**src/rtl/screen_pkg.sv**
```systemverilog
// Shared constants, opcodes and FSM state type for the screen writer.
package screen_pkg;

    localparam int unsigned SCREEN_W = 32;
    localparam int unsigned SCREEN_H = 32;
    localparam int unsigned COORD_W  = 5;
    localparam int unsigned OP_W     = 3;

    localparam logic [OP_W-1:0] OP_NOP   = 3'd0;
    localparam logic [OP_W-1:0] OP_SET_X = 3'd1;
    localparam logic [OP_W-1:0] OP_SET_Y = 3'd2;
    localparam logic [OP_W-1:0] OP_DRAW  = 3'd3;
    localparam logic [OP_W-1:0] OP_ERASE = 3'd4;
    localparam logic [OP_W-1:0] OP_LOAD  = 3'd5;
    localparam logic [OP_W-1:0] OP_PUSH  = 3'd6;
    localparam logic [OP_W-1:0] OP_CLEAR = 3'd7;

    typedef enum logic [1:0] {
        ST_IDLE     = 2'd0,
        ST_WAIT_VBL = 2'd1,
        ST_COPY     = 2'd2,
        ST_CLEAR    = 2'd3
    } state_e;

endpackage

```
**src/rtl/screen_writer_pixel_plane.sv**
```systemverilog
// 32x32 bit plane: one row write port, one bit write port, one registered row read.
// WRITE_FIRST selects whether the read returns the row with same-edge writes applied.
module pixel_plane
    import screen_pkg::*;
#(
    parameter bit WRITE_FIRST = 1'b0
) (
    input  logic                clk_i,
    input  logic                rst_ni,
    input  logic                row_we_i,
    input  logic [COORD_W-1:0]  row_waddr_i,
    input  logic [SCREEN_W-1:0] row_wdata_i,
    input  logic                bit_we_i,
    input  logic [COORD_W-1:0]  bit_x_i,
    input  logic [COORD_W-1:0]  bit_y_i,
    input  logic                bit_val_i,
    input  logic [COORD_W-1:0]  rd_addr_i,
    output logic [SCREEN_W-1:0] rd_data_o
);

    logic [SCREEN_H-1:0][SCREEN_W-1:0] mem_q, mem_d;
    logic [SCREEN_W-1:0]               rd_data_q, rd_data_d;

    // Next contents of the plane: row write first, then the single-bit write.
    always_comb begin
        mem_d = mem_q;
        if (row_we_i) begin
            mem_d[row_waddr_i] = row_wdata_i;
        end
        if (bit_we_i) begin
            mem_d[bit_y_i][bit_x_i] = bit_val_i;
        end
    end

    // Read source: post-write row for write-first planes, current row otherwise.
    always_comb begin
        rd_data_d = WRITE_FIRST ? mem_d[rd_addr_i] : mem_q[rd_addr_i];
    end

    // Storage and read register; the whole plane clears on reset.
    always_ff @(posedge clk_i or negedge rst_ni) begin
        if (!rst_ni) begin
            mem_q     <= '0;
            rd_data_q <= '0;
        end else begin
            mem_q     <= mem_d;
            rd_data_q <= rd_data_d;
        end
    end

    assign rd_data_o = rd_data_q;

endmodule

```
**src/rtl/screen_writer.sv**
```systemverilog
// CPU-side pixel writer with back/front double buffering and video row read-out.
module screen_writer
    import screen_pkg::*;
#(
    parameter bit COPY_ON_VBLANK = 1'b1
) (
    input  logic                I_clk,
    input  logic                I_rst_n,
    input  logic                I_cmd_valid,
    output logic                O_cmd_ready,
    input  logic [OP_W-1:0]     I_cmd_op,
    input  logic [COORD_W-1:0]  I_cmd_data,
    output logic                O_pixel,
    output logic                O_pixel_valid,
    input  logic                I_vblank,
    input  logic [COORD_W-1:0]  I_row,
    output logic [SCREEN_W-1:0] O_row_data,
    output logic                O_busy,
    output logic                O_frame_done
);

    state_e               state_q, state_d;
    logic [COORD_W-1:0]   x_q, x_d;
    logic [COORD_W-1:0]   y_q, y_d;
    logic [COORD_W-1:0]   row_q, row_d;
    logic                 ready_q, ready_d;
    logic                 busy_q, busy_d;
    logic                 pixel_q, pixel_d;
    logic                 pixel_valid_q, pixel_valid_d;
    logic                 frame_done_q, frame_done_d;

    logic                 cmd_accept;
    logic                 last_row;
    logic                 back_bit_we;
    logic                 back_bit_val;
    logic                 back_row_we;
    logic                 front_row_we;
    logic [COORD_W-1:0]   back_raddr;
    logic [SCREEN_W-1:0]  back_rd_row;
    logic [SCREEN_W-1:0]  front_rd_row;

    assign cmd_accept = I_cmd_valid && ready_q;
    assign last_row   = (row_q == COORD_W'(SCREEN_H - 1));

    // Next-state, register updates and buffer write strobes.
    always_comb begin
        state_d       = state_q;
        x_d           = x_q;
        y_d           = y_q;
        row_d         = row_q;
        pixel_d       = pixel_q;
        pixel_valid_d = 1'b0;
        frame_done_d  = 1'b0;
        back_bit_we   = 1'b0;
        back_bit_val  = 1'b0;
        back_row_we   = 1'b0;
        front_row_we  = 1'b0;

        case (state_q)
            ST_IDLE: begin
                if (cmd_accept) begin
                    case (I_cmd_op)
                        OP_NOP:   ;
                        OP_SET_X: x_d = I_cmd_data;
                        OP_SET_Y: y_d = I_cmd_data;
                        OP_DRAW: begin
                            back_bit_we  = 1'b1;
                            back_bit_val = 1'b1;
                        end
                        OP_ERASE: begin
                            back_bit_we  = 1'b1;
                            back_bit_val = 1'b0;
                        end
                        OP_LOAD: begin
                            // back_rd_row already holds row Y including every earlier write
                            pixel_d       = back_rd_row[x_q];
                            pixel_valid_d = 1'b1;
                        end
                        OP_PUSH: begin
                            row_d = '0;
                            if (!COPY_ON_VBLANK || I_vblank) begin
                                state_d = ST_COPY;
                            end else begin
                                state_d = ST_WAIT_VBL;
                            end
                        end
                        OP_CLEAR: begin
                            row_d   = '0;
                            state_d = ST_CLEAR;
                        end
                        default: ;
                    endcase
                end
            end
            ST_WAIT_VBL: begin
                if (I_vblank) begin
                    row_d   = '0;
                    state_d = ST_COPY;
                end
            end
            ST_COPY: begin
                front_row_we = 1'b1;
                row_d        = COORD_W'(row_q + 1'b1);
                if (last_row) begin
                    row_d        = '0;
                    frame_done_d = 1'b1;
                    state_d      = ST_IDLE;
                end
            end
            ST_CLEAR: begin
                back_row_we = 1'b1;
                row_d       = COORD_W'(row_q + 1'b1);
                if (last_row) begin
                    row_d   = '0;
                    state_d = ST_IDLE;
                end
            end
            default: state_d = ST_IDLE;
        endcase

        // Back read prefetches the row needed next cycle: Y when idle, copy row otherwise.
        back_raddr = (state_d == ST_IDLE) ? y_d : row_d;
        ready_d    = (state_d == ST_IDLE);
        busy_d     = (state_d != ST_IDLE);
    end

    // State and output registers.
    always_ff @(posedge I_clk or negedge I_rst_n) begin
        if (!I_rst_n) begin
            state_q       <= ST_IDLE;
            x_q           <= '0;
            y_q           <= '0;
            row_q         <= '0;
            ready_q       <= 1'b0;
            busy_q        <= 1'b0;
            pixel_q       <= 1'b0;
            pixel_valid_q <= 1'b0;
            frame_done_q  <= 1'b0;
        end else begin
            state_q       <= state_d;
            x_q           <= x_d;
            y_q           <= y_d;
            row_q         <= row_d;
            ready_q       <= ready_d;
            busy_q        <= busy_d;
            pixel_q       <= pixel_d;
            pixel_valid_q <= pixel_valid_d;
            frame_done_q  <= frame_done_d;
        end
    end

    pixel_plane #(
        .WRITE_FIRST (1'b1)
    ) u_back (
        .clk_i       (I_clk),
        .rst_ni      (I_rst_n),
        .row_we_i    (back_row_we),
        .row_waddr_i (row_q),
        .row_wdata_i ('0),
        .bit_we_i    (back_bit_we),
        .bit_x_i     (x_q),
        .bit_y_i     (y_q),
        .bit_val_i   (back_bit_val),
        .rd_addr_i   (back_raddr),
        .rd_data_o   (back_rd_row)
    );

    pixel_plane #(
        .WRITE_FIRST (1'b0)
    ) u_front (
        .clk_i       (I_clk),
        .rst_ni      (I_rst_n),
        .row_we_i    (front_row_we),
        .row_waddr_i (row_q),
        .row_wdata_i (back_rd_row),
        .bit_we_i    (1'b0),
        .bit_x_i     ('0),
        .bit_y_i     ('0),
        .bit_val_i   (1'b0),
        .rd_addr_i   (I_row),
        .rd_data_o   (front_rd_row)
    );

    assign O_cmd_ready   = ready_q;
    assign O_busy        = busy_q;
    assign O_pixel       = pixel_q;
    assign O_pixel_valid = pixel_valid_q;
    assign O_frame_done  = frame_done_q;
    assign O_row_data    = front_rd_row;

endmodule

```
**config.mk**
```make
export PLATFORM = sky130hd
export DESIGN_NAME = screen_writer
export DESIGN_NICKNAME = d
export VERILOG_FILES = /design/src/rtl/screen_pkg.sv /design/src/rtl/screen_writer_pixel_plane.sv /design/src/rtl/screen_writer.sv
export SDC_FILE = /design/constraint.sdc
export NUM_CORES = 2
export LEC_CHECK = 0
export BUFFER_PORTS_ARGS = -buffer_cell sky130_fd_sc_hd__buf_4
export CORE_UTILIZATION = 53
export CTS_CLUSTER_SIZE = 16
export DETAILED_ROUTE_END_ITERATION = 8
export PLACE_DENSITY_LB_ADDON = 0.05
export REMOVE_ABC_BUFFERS = 1
export SETUP_SLACK_MARGIN = 0.15
export SLEW_MARGIN = 15
export SYNTH_ARGS = -nofsm -noshare
export SYNTH_HDL_FRONTEND = slang
export SYNTH_SLANG_ARGS = --single-unit
export TNS_END_PERCENT = 5
```
**constraint.sdc**
```tcl
create_clock -name I_clk -period 3.4 [get_ports I_clk]
set_input_delay 0.68 -clock I_clk [delete_from_list [all_inputs] [get_ports I_clk]]
set_output_delay 0.68 -clock I_clk [all_outputs]
set_load 0.02 [all_outputs]
```
==> results.tsv <==
metric	value	unit
numCtsBuffers	227	
synth.avg_cell_area	12.2	um2
stdcell_area	128000	um2
grt_overflow_total	0	
finalHoldViolCount	0	
grt_pass1_vias	82650	
p_seq_share	28.8	%
dp_slack	-1190	ps
power_density	825	nW/um2
syn_to_final_growth	26.1	%
yosys.cell_types.count	90	
grt_pass1_wl	599000	um
intPower	64.2	mW
setup_viol	32	
wirelength	416000	um
path_common_cell	buf_4	
reg2reg_depth	17	
violations	setup timing	
place_hpwl	273000	um
worst_slew_pin_slew	1200	ps
layout-drive-gt1-share	40.9	%
coreArea	190000	um2
pin_count	54	
cts_tree	done	
dieHeight	440	um
initial_core_util	53.4	%
viasPerCell	6.77	
cts-root-buf	clkbuf_16	
min-delay-start	I_cmd_data[0]	
cp_cell_sequence	ha_2 -> and3_4 -> ha_4 -> nand2_4 -> a21boi_4 -> buf_4 -> buf_6 -> inv_4 -> buf_4 -> mux2i_4 -> buf_12 -> buf_12 -> buf_6 -> o211ai_1 -> a21oi_1 -> buf_4 -> a2bb2oi_2	
vias	81897	
most-common-layout-cells	2133 x dfrtp_1, 1435 x buf_4, 1090 x mux2_2	
synth_seq_area_share	52.5	%
synth_top_cell_area_share	52.5	%
worstReg2RegEnd	u_back.rd_data_o[25]	
ys.flop_type	dfrtp_1	
rr_startpoint	row_q[0]	
portBuffers	53	
cpMaxStageDelayCell	o211ai_1	
max_freq	249	MHz
drtPass1Iterations	6	
die_x	440	um
antenna_found_initial	22	
grtUsageTotal	43.2	%
p_sw_share	39.3	%
cts.clk_slew.worst_paths	60	ps
cp.required	4210	ps
syn_area	102000	um2
slew_headroom	19.4	%
rsz0062_at_grt	true	
min_path_cells	2	
fillers	14262	
clock_latency	900	ps
max_stage_delay	960	ps
holdPathEnd	x_q[0]	
p_sw	41.6	mW
post-place-cells	11613	
holdWs	152	ps
synth_top_cell_by_area	dfrtp_1	
path_max_fanout	20	
r2r_setup_slack	-610	ps
status	complete, but fails checks	
start_kind	register	
syn_inst	8329	
final_common_cell	dfrtp_1	
final_nets	9418	
clock_skew	41.5	ps
drt-initial-drc-count	9901	
maxSlewViolCount	0	
ant_nets	0	
power_frac_clock	25.0	%
fin_crit_sh	118	%
irDropWorstVdd	0.587	mV
end_kind	register	
layout_min_cycle_time	4010	ps
ys_ff_latch	2134	
route.detailed.drc	0	
crit_type	reg2reg	
gp_congestion	1.03	
leakagePower	58.3	nW
wl_per_cell	34.4	um
cts_buffer_depth	3	
place_area	118000	um2
ys_warn_count	0	
rows	160	
cts.sinks	2134	
cp_data_arrival_time	4830	ps
instances_no_fill	12100	
htree_levels	4	
grt_max_degree	121	
dieArea	193000	um2
hp-class	in2reg	
power_frac_comb	46.2	%
layout_setup_ws	-613	ps
synth_area_leaders	dfrtp_1 53%, mux2_2 12%, mux4_2 8.3%	
synth_edf_count	0	
synth_async_sr_flop_share	100	%
p_total	106	mW
drv_cap	0	
how the worst max path moves through the flow:
stage / startpoint / endpoint / slack, ps / depth (start not counted)
2_1_floorplan: I_cmd_valid / u_back.rd_data_o[16] / -17210 / 8
3_3_place_gp: I_cmd_valid / u_back.rd_data_o[13] / -1560 / 14
3_5_place_dp: I_cmd_op[0] / u_back.rd_data_o[23] / -1190 / 13
4_1_cts: row_q[1] / u_back.rd_data_o[3] / -140 / 18
5_1_grt: row_q[0] / u_back.rd_data_o[25] / -560 / 19
6_report: row_q[0] / u_back.rd_data_o[25] / -610 / 17
per-layer routing:
metal  up-vias  share of wire, %  GRT usage, %
met5         -             0.035             0
met4        22               7.3          27.1
met3      1248               9.1          10.2
met2      4360                45          64.6
met1     42530                39          56.9
li1      33737                 -             -
stage by stage:
step | TNS (ps) | util (%)
global placement | -23210 | 62.0
floorplan | -2667560 | -
global route | -10160 | 67.3
CTS | -2480 | 67.1
finish | -8420 | 67.3
detailed placement | -22600 | 62.0
area by class of cell:
type / count / area, um2 / area share (%)
Sequential cell: 2134 / 53400 / 41.7
Clock inverter: 72 / 1170 / 0.917
Clock buffer: 343 / 6820 / 5.32
Timing Repair Buffer: 1804 / 18000 / 14.0
Multi-Input combinational cell: 5215 / 45600 / 35.5
Inverter: 14 / 55.1 / 0.0430
Tap cell: 2511 / 3140 / 2.45
Antenna cell: 7 / 17.5 / 0.0137
registers in the layout (all words and copies together) (netlist names):
register and flops:
O_busy 1, O_cmd_ready 1, O_frame_done 1, O_pixel 1
O_pixel_valid 1, row_q 5, state_q 2, u_back.mem_q 1024
u_back.rd_data_o 32, u_front.mem_q 1024, u_front.rd_data_o 32, x_q 5
y_q 5
Yosys cell counts (all sizes together), types with 48 or more instances:
| cell type | number |
|---|---|
| nor2 | 553 |
| o31ai | 237 |
| dfrtp | 2134 |
| o21ai | 870 |
| or3 | 59 |
| buf | 289 |
| nand3 | 92 |
| mux2i | 173 |
| o311ai | 48 |
| nand2 | 172 |
| nor3 | 99 |
| clkbuf | 678 |
| mux4 | 374 |
| o211ai | 1014 |
| mux2 | 1094 |
worst max-delay path, delay by kind of cell (launching register included):
family | cells | cell delay, ps
compound gates | 4 | 1550
fa+ha+maj | 2 | 380
buf+inv | 8 | 1170
flops | 1 | 390
mux | 1 | 190
simple gates | 2 | 230
power groups by stage:
| stage | Clock, mW | Sequential (mW) | Combinational (mW) |
|---|---|---|---|
| 3_5_place_dp | 0 | 30.8 | 42.2 |
| 2_1_floorplan | 0 | 30.8 | 14.0 |
| 6_report | 26.4 | 30.4 | 48.9 |
| 3_3_place_gp | 0 | 30.6 | 41.9 |
| 5_1_grt | 27.7 | 30.7 | 49.6 |
| 4_1_cts | 26.7 | 30.3 | 46.6 |
cell families (layout without fill, tap and decap cells):
group / Yosys count / in the layout / synth area share, %
compound gates: 2406 / 2406 / 15.8
flops: 2134 / 2134 / 52.5
mux: 1641 / 1642 / 22.1
simple gates: 1162 / 1162 / 5.41
buf+inv: 981 / 2233 / 4.03
fa+ha+maj: 5 / 5 / 0.0616
other cells: 0 / 7 / 0
repair_timing:
action,4_1_cts,5_1_grt
hold buffers,1,0
pin swaps,40,19
endpoints found under the setup margin,32,32
gates cloned,11,0
hold endpoints to repair,49,0
buffers inserted,44,9
gates resized for setup,221,68
Power figures use the tool's default switching activity.
